[src/rtl/cam_capture_decimate.sv]
// ---------------------------------------------------------------------------
// cam_capture_decimate
//
// Camera front-end for an OV7670-style byte stream (RGB565, two bytes per
// pixel). Pairs bytes into pixels and keeps one pixel in every
// 2^DECIM_SHIFT columns and rows. Each kept pixel is presented with a
// one-cycle write strobe for the frame-buffer BRAM port.
//
// Ports:
//   clk25        camera pixel clock; all logic on the rising edge
//   reset        asynchronous, active-high reset
//   capture_en   level enable, sampled only when a frame starts
//   cam_vsync    camera VSYNC, high during vertical blanking
//   cam_href     camera HREF, high while line bytes are valid
//   cam_data     camera data byte
//   pixel        last kept RGB565 pixel {first byte, second byte}
//   pixel_we     one-cycle strobe for a kept pixel
//   frame_active high while a frame is being captured
//   frame_done   one-cycle pulse when a captured frame completes
//   frame_count  number of completed frames, wraps 255 -> 0
// ---------------------------------------------------------------------------
module cam_capture_decimate #(
    parameter int H_IN        = 640,
    parameter int V_IN        = 480,
    parameter int DECIM_SHIFT = 2
) (
    input  logic        clk25,
    input  logic        reset,
    input  logic        capture_en,
    input  logic        cam_vsync,
    input  logic        cam_href,
    input  logic [7:0]  cam_data,
    output logic [15:0] pixel,
    output logic        pixel_we,
    output logic        frame_active,
    output logic        frame_done,
    output logic [7:0]  frame_count
);

    typedef enum logic [1:0] {
        ST_SYNC   = 2'd0,
        ST_BLANK  = 2'd1,
        ST_ACTIVE = 2'd2
    } state_t;

    localparam logic [9:0] X_LAST = 10'(H_IN - 1);
    localparam logic [9:0] Y_LIM  = 10'(V_IN);
    localparam logic [9:0] X_MASK = 10'((1 << DECIM_SHIFT) - 1);
    localparam logic [8:0] Y_MASK = 9'((1 << DECIM_SHIFT) - 1);
    localparam logic [8:0] Y_MAX  = 9'h1FF;

    // Registered camera inputs and their previous values for edge detection.
    logic       vsync_r;
    logic       vsync_d_r;
    logic       href_r;
    logic       href_d_r;
    logic [7:0] data_r;

    state_t     state_r;
    state_t     next_state_s;
    logic       enter_active_s;
    logic       leave_active_s;

    logic       vs_rise_s;
    logic       vs_fall_s;
    logic       href_fall_s;

    logic       phase_r;
    logic [7:0] hi_byte_r;
    logic [9:0] x_r;
    // Set once the last legal column has been completed; later pixels on
    // the same line are ignored without disturbing x.
    logic       x_full_r;
    logic [8:0] y_r;

    logic       keep_s;

    // Input capture stage: one register on every camera input plus history.
    always_ff @(posedge clk25 or posedge reset) begin
        if (reset) begin
            vsync_r   <= 1'b0;
            vsync_d_r <= 1'b0;
            href_r    <= 1'b0;
            href_d_r  <= 1'b0;
            data_r    <= 8'h00;
        end else begin
            vsync_r   <= cam_vsync;
            vsync_d_r <= vsync_r;
            href_r    <= cam_href;
            href_d_r  <= href_r;
            data_r    <= cam_data;
        end
    end

    // Edge detection on the registered synchronisation signals.
    always_comb begin
        vs_rise_s   = vsync_r & ~vsync_d_r;
        vs_fall_s   = ~vsync_r & vsync_d_r;
        href_fall_s = ~href_r & href_d_r;
    end

    // Frame state register.
    always_ff @(posedge clk25 or posedge reset) begin
        if (reset) begin
            state_r <= ST_SYNC;
        end else begin
            state_r <= next_state_s;
        end
    end

    // Frame state next-state logic; capture_en matters only at frame start.
    always_comb begin
        next_state_s   = state_r;
        enter_active_s = 1'b0;
        leave_active_s = 1'b0;
        case (state_r)
            ST_SYNC: begin
                if (vs_rise_s) begin
                    next_state_s = ST_BLANK;
                end else begin
                    next_state_s = ST_SYNC;
                end
            end
            ST_BLANK: begin
                if (vs_fall_s && capture_en) begin
                    next_state_s   = ST_ACTIVE;
                    enter_active_s = 1'b1;
                end else begin
                    next_state_s = ST_BLANK;
                end
            end
            ST_ACTIVE: begin
                if (vs_rise_s) begin
                    next_state_s   = ST_BLANK;
                    leave_active_s = 1'b1;
                end else begin
                    next_state_s = ST_ACTIVE;
                end
            end
            default: begin
                next_state_s = ST_SYNC;
            end
        endcase
    end

    // Keep decision for the pixel completing this cycle. A vsync rising
    // edge wins over a coincident second byte, so a partial pixel is lost.
    always_comb begin
        if ((state_r == ST_ACTIVE) && !vs_rise_s && href_r && phase_r &&
            !x_full_r && ({1'b0, y_r} < Y_LIM) &&
            ((x_r & X_MASK) == 10'd0) && ((y_r & Y_MASK) == 9'd0)) begin
            keep_s = 1'b1;
        end else begin
            keep_s = 1'b0;
        end
    end

    // Byte pairing, column/line counting and registered outputs.
    always_ff @(posedge clk25 or posedge reset) begin
        if (reset) begin
            phase_r      <= 1'b0;
            hi_byte_r    <= 8'h00;
            x_r          <= 10'd0;
            x_full_r     <= 1'b0;
            y_r          <= 9'd0;
            pixel        <= 16'h0000;
            pixel_we     <= 1'b0;
            frame_active <= 1'b0;
            frame_done   <= 1'b0;
            frame_count  <= 8'd0;
        end else begin
            pixel_we     <= 1'b0;
            frame_done   <= 1'b0;
            frame_active <= (next_state_s == ST_ACTIVE);
            if (enter_active_s) begin
                phase_r  <= 1'b0;
                x_r      <= 10'd0;
                x_full_r <= 1'b0;
                y_r      <= 9'd0;
            end else if (leave_active_s) begin
                phase_r     <= 1'b0;
                x_r         <= 10'd0;
                x_full_r    <= 1'b0;
                y_r         <= 9'd0;
                frame_done  <= 1'b1;
                frame_count <= frame_count + 8'd1;
            end else if (state_r == ST_ACTIVE) begin
                if (href_r) begin
                    if (!phase_r) begin
                        hi_byte_r <= data_r;
                        phase_r   <= 1'b1;
                    end else begin
                        phase_r <= 1'b0;
                        if (keep_s) begin
                            pixel    <= {hi_byte_r, data_r};
                            pixel_we <= 1'b1;
                        end
                        if (!x_full_r) begin
                            if (x_r == X_LAST) begin
                                x_full_r <= 1'b1;
                            end else begin
                                x_r <= x_r + 10'd1;
                            end
                        end
                    end
                end else begin
                    // Dropping href discards any dangling odd byte.
                    phase_r <= 1'b0;
                    if (href_fall_s) begin
                        x_r      <= 10'd0;
                        x_full_r <= 1'b0;
                        if (y_r != Y_MAX) begin
                            y_r <= y_r + 9'd1;
                        end
                    end
                end
            end else begin
                phase_r <= 1'b0;
            end
        end
    end

endmodule

[config.mk]
export PLATFORM = sky130hd
export DESIGN_NAME = cam_capture_decimate
export DESIGN_NICKNAME = d
export VERILOG_FILES = /design/src/rtl/cam_capture_decimate.sv
export SDC_FILE = /design/constraint.sdc
export NUM_CORES = 1
export LEC_CHECK = 0
export CAP_MARGIN = 20
export CORE_MARGIN = 2
export CORE_UTILIZATION = 30
export DETAILED_ROUTE_END_ITERATION = 12
export GPL_TIMING_DRIVEN = 0
export PLACE_DENSITY_LB_ADDON = 0.1
export SYNTH_ARGS = -nofsm -noshare
export SYNTH_HDL_FRONTEND = slang
export SYNTH_SLANG_ARGS = --single-unit
[constraint.sdc]
create_clock -name clk25 -period 2.83 [get_ports clk25]
set_input_delay 0.7075 -clock clk25 [delete_from_list [all_inputs] [get_ports clk25]]
set_output_delay 0.7075 -clock clk25 [all_outputs]
set_load 0.02 [all_outputs]
Word-level counts from Yosys, hierarchy flattened
Cells that the tools add are included.
{"block": "classes", "n_mux": 44, "multipliers": 0, "n_div": 0, "bitwise": 9, "shifts": 0, "order_cmp": 1, "reduce_logical": 23, "add_sub_neg": 3, "eq_ne": 9}
{"operator": "10-bit 2-to-1 mux", "count": 8}
{"operator": "9-bit 2-to-1 mux", "count": 6}
{"operator": "1-bit 2-to-1 mux", "count": 27}
{"operator": "10-bit by 1-bit adder with 10-bit output (second input constant)", "count": 1}
{"operator": "10-bit equality test (second input constant)", "count": 1}
{"operator": "10-bit zero test", "count": 1}
{"operator": "5-bit AND reduction", "count": 2}
{"operator": "9-bit by 1-bit adder with 9-bit output (second input constant)", "count": 1}
{"operator": "9-bit zero test", "count": 1}
{"operator": "9-bit less-than comparator (second input constant)", "count": 1}
{"operator": "9-bit != test (second input constant)", "count": 1}
{"operator": "3-bit nonzero test", "count": 3}
{"operator": "8-bit by 1-bit adder with 8-bit output (second input constant)", "count": 1}
{"operator": "1-bit logical AND", "count": 8}
{"operator": "4-bit != test (second input constant)", "count": 2}
{"operator": "1-bit NOT", "count": 6}
{"operator": "2-bit one-hot mux with 3 select lines", "count": 1}
{"operator": "6-bit AND reduction", "count": 1}
{"operator": "2-bit equality test (second input constant)", "count": 2}
{"operator": "2-bit 2-to-1 mux", "count": 2}
{"operator": "4-bit by 1-bit != test with 1-bit output (second input constant)", "count": 1}
{"operator": "4-bit AND reduction", "count": 1}
{"operator": "4-bit nonzero test", "count": 1}
{"operator": "1-bit bitwise AND", "count": 3}
{"operator": "other kinds (6)", "count": 7}
{"block": "totals", "inputBits": 13, "regBits": 70, "romBits": 0, "word_cells": 105, "mem_bits_rw": 0, "latchBits": 0, "n_memories": 0}

Depth between registers and ports, before layout
{"block": "logic_depth", "depth_word": 17, "depth_mapped": 10, "depth_no_buf": 9}

Least setup slack after synthesis
No wires, ideal clock.
{"block": "synth_timing", "kind": "reg2reg", "start": "register y_r[0]", "end": "register y_r[3]", "t_arrival_ns": 2.062, "n_path_buf": 1, "stages_incl_launch_ff": 11, "t_required_ns": 2.753, "period_less_slack_ns": 2.140, "slack_ns": 0.690, "path_cell_list": "dfrtp_1 ha_1 nand4_1 nor2_1 ha_1 nor3b_1 o21ai_1 and2_1 clkbuf_2 or3_1 a21oi_1"}
{"block": "synth_via", "elab_chain_len": 7, "elab_cells_between_ends": 10}
{"element": "start: declaration", "line_no": "74", "text": "logic [8:0] y_r;"}
{"element": "start signal: assignment", "line_no": "213", "text": "y_r <= y_r + 9'd1;"}
{"element": "9-bit by 1-bit adder with 9-bit output", "line_no": "213"}
{"element": "9-bit 2-to-1 mux", "line_no": "212", "text": "if (y_r != Y_MAX) begin"}
{"element": "9-bit 2-to-1 mux", "line_no": "209", "text": "if (href_fall_s) begin"}
{"element": "9-bit 2-to-1 mux", "line_no": "188", "text": "if (href_r) begin"}
{"element": "9-bit 2-to-1 mux", "line_no": "187", "text": "end else if (state_r == ST_ACTIVE) begin"}
{"element": "9-bit 2-to-1 mux", "line_no": "180", "text": "end else if (leave_active_s) begin"}
{"element": "9-bit 2-to-1 mux", "line_no": "175", "text": "if (enter_active_s) begin"}
Parallel ways exist; a longest one is shown, timed or not. The select of a mux whose other input is x is not followed.
A chain may end at the register's enable or synchronous reset.

Worst setup path in the final report
{"block": "layout_timing", "start": "register y_r[0]", "end": "register y_r[4]"}
Same word-level chain as after synthesis.

==> results.py <==
metrics = {
    "final_layout": {
        "seq_area_mm2": 0.001752,
        "area_delta_synth_final_pct": 25.31,
        "mostFrequentLayoutCell": "dfrtp_1",
        "final_cell_mix": "dfrtp_1 (70), clkdlybuf4s50_1 (39), mux2_2 (17), nor2_1 (17), nand3_1 (12)",
        "diodes": 0,
        "instances_no_fill": 433,
        "fillers": 997,
        "multi_input_area_mm2": 0.001220,
        "layout.nets": 314,
        "layout-drive-gt1-share": 0.1700,
    },
    "timing": {
        "relSlewSlack": 0.5211,
        "fin_hold_ws_ns": 0.4725,
        "worst_slew_pin_slew_ns": 0.7130,
        "fmax_mhz": 423.7,
        "finalHoldViolations": 0,
        "fin_setup_tns_ns": 0,
        "fin_crit_sh": 0.8341,
        "rsz0062_at_grt": "false",
        "finalClockSkew_ns": 0.01231,
        "setup_viol": 0,
        "final.min_clock_period_ns": 2.360,
        "fin_ws_ns": 0.4696,
        "slew_violations": 0,
    },
    "detailed_routing": {
        "detail-route-antenna-nets": 0,
        "via_count": 1967,
        "drt_iter0_drc": 44,
        "drtPass1Iterations": 4,
        "routed_wl_um": 5995,
        "viasPerCell": 4.543,
        "drc": 0,
        "wire_per_inst_um": 13.85,
    },
    "worst_setup_path": {
        "path_max_fanout": 7,
        "crit_family": "simple AND/OR/NAND/NOR gates",
        "worstSetupPathType": "reg2reg",
        "worst-endpoint-arrival_ns": 2.62,
        "worst_setup_path_end_kind": "register",
        "cp-start-kind": "register",
        "critPathRequiredTime_ns": 3.09,
        "cpMaxStageDelayCell": "dfrtp_1",
        "cp_common_cell": "ha_1",
        "crit_buf_inv": 1,
        "cpPeakStageDelay_ns": 0.42,
        "crit_chain": "ha_1 -> nand4_1 -> nor2_1 -> ha_1 -> nor3b_2 -> o21ai_1 -> and2_1 -> clkbuf_2 -> or3_1 -> a21oi_1",
    },
    "logic_synthesis": {
        "synth.area.mux_share": 0.09984,
        "synth_compound_area_frac": 0.1015,
        "synthAdderAreaFrac": 0.02465,
        "synthSimpleGateAreaFrac": 0.1356,
        "synth_edf_count": 0,
        "ys_ff_latch": 70,
        "synth_top_family_by_area": "simple AND/OR/NAND/NOR gates",
        "synthXorXnorAreaFrac": 0.03739,
        "avgSynthCellArea_um2": 12.48,
        "async_flop_share": 1.000,
        "yosysUniqueCellTypes": 49,
        "seq_area_frac_synth": 0.5752,
        "ys.flop_type": "dfrtp_1",
        "syn_nets": 263,
        "synth_area_mm2": 0.003045,
        "yosys_warnings": 0,
        "syn_inst": 244,
    },
    "power": {
        "power_leakage_nw": 1.643,
        "ir_drop_v": 0.0001984,
        "power_w": 0.002305,
        "p_per_area_mw_per_mm2": 603.9,
    },
    "placement": {
        "placedCellCount": 417,
        "hpwl_um": 4052,
        "gp_congestion": 0.7358,
        "place_ws_ns": 0.2529,
        "io_buffers": 39,
    },
    "die": {
        "ios": 40,
        "initial_core_util": 0.3101,
        "die_w_um": 104.8,
        "floorplan.rows": 36,
        "dieArea_mm2": 0.01097,
        "core_area_mm2": 0.009819,
        "die_h_um": 104.8,
    },
    "clocking": {
        "cts_max_level": 3,
        "clockRootBuffer": "clkbuf_8",
        "tritoncts": "built",
        "worstSkewPairLatency_ns": 0.34,
        "cts_sinks": 70,
        "cts.path.max_buffers": 2,
        "cts_resized": 0,
        "cts_setup_buffers": 0,
        "clk_transition_reported_paths_ns": 0.08,
        "cts_buffers": 9,
        "holdBufCountCts": 0,
    },
    "global_routing": {
        "grt_pass1_wl_um": 10450,
        "antenna_found_initial": 0,
        "grt_pass1_vias": 2007,
        "grt-ovfl-total": 0,
        "grt_max_degree": 65,
        "grt_usage": 0.1208,
    },
    "worst_hold_path": {
        "hold_class": "reg2reg",
    },
    "status": {
        "status": "complete, no violations",
    },
    "flow_run": {
        "max-cap-violations": 0,
    },
}
-- state kept, by name, summed over array words and instances (netlist names) --
signal        count
pixel            16
x_r              10
y_r               9
data_r            8
frame_count       8
hi_byte_r         8
state_r           2
frame_active      1
frame_done        1
href_d_r          1
href_r            1
phase_r           1
pixel_we          1
vsync_d_r         1
vsync_r           1
x_full_r          1
-- final cells by class --
| cell class | instances | area share |
|---|---|---|
| sequential | 70 | 0.4590 |
| multi-input combinational | 158 | 0.3197 |
| timing repair buffer | 40 | 0.1095 |
| tap | 133 | 0.04361 |
| clock buffer | 9 | 0.03246 |
| clock inverter | 7 | 0.01443 |
| buffer | 6 | 0.01082 |
| inverter | 10 | 0.01049 |
-- report_power, final --
group	switching [W]	internal, W	total (W)
logic	0.000161	0.000180	0.000341
registers	0.000100	0.00112	0.00122
clock network	0.000418	0.000327	0.000746
total	0.000680	0.00162	0.00230
-- kinds of logic after synthesis --
family,count (synthesis)
AOI/OAI and AO/OA,39
xor gates and xnor gates,13
adders and majority gates,6
buffers and inverters,16
DFF,70
muxes,27
and+or+nand+nor,73
-- metrics by stage --
stage	instance area, µm²	utilization
floorplan	3045	-
global placement	3602	0.3668
detailed placement	3632	0.3699
CTS	3811	0.3881
global route	3816	0.3886
finish	3816	0.3886
-- routing by layer --
| layer | up-vias | wire (µm) | share of wire | GRT usage |
|---|---|---|---|---|
| met5 | - | 0 | 0 | 0 |
| met4 | 0 | 88 | 0.015 | 0.05429 |
| met3 | 11 | 177 | 0.030 | 0.02620 |
| met2 | 34 | 2779 | 0.46 | 0.1767 |
| met1 | 950 | 2949 | 0.49 | 0.1709 |
| li1 | 972 | - | - | - |
-- final timing paths --
check | start | endpoint | slack, ns | cells after the start
max in group asynchronous | reset | x_r[7] | 1.71 | 3
worst max-delay path | y_r[0] | y_r[4] | 0.47 | 10
min in group asynchronous | reset | frame_count[7] | 0.59 | 2
worst min register to register | frame_count[7] | frame_count[7] | 0.47 | 1
worst max register to register | y_r[0] | y_r[4] | 0.47 | 10
worst min-delay path | frame_count[7] | frame_count[7] | 0.47 | 1
-- cell usage after synthesis (3+ instances only) --
library cell,number,share of area
nor2b_1,5,0.010
nand2_1,10,0.012
nand3_1,12,0.020
dfrtp_1,70,0.58
o21ai_0,6,0.0099
a21oi_2,3,0.0086
a21o_1,3,0.0074
xnor2_1,10,0.029
a211oi_1,3,0.0074
nand4_1,5,0.010
o21ai_1,3,0.0049
xor2_1,3,0.0086
inv_1,10,0.012
a21oi_1,8,0.013
ha_1,6,0.025
mux2_2,17,0.063
or3_1,3,0.0062
nor2_1,17,0.021
mux2_1,10,0.037
Power figures use the tool's default switching activity.
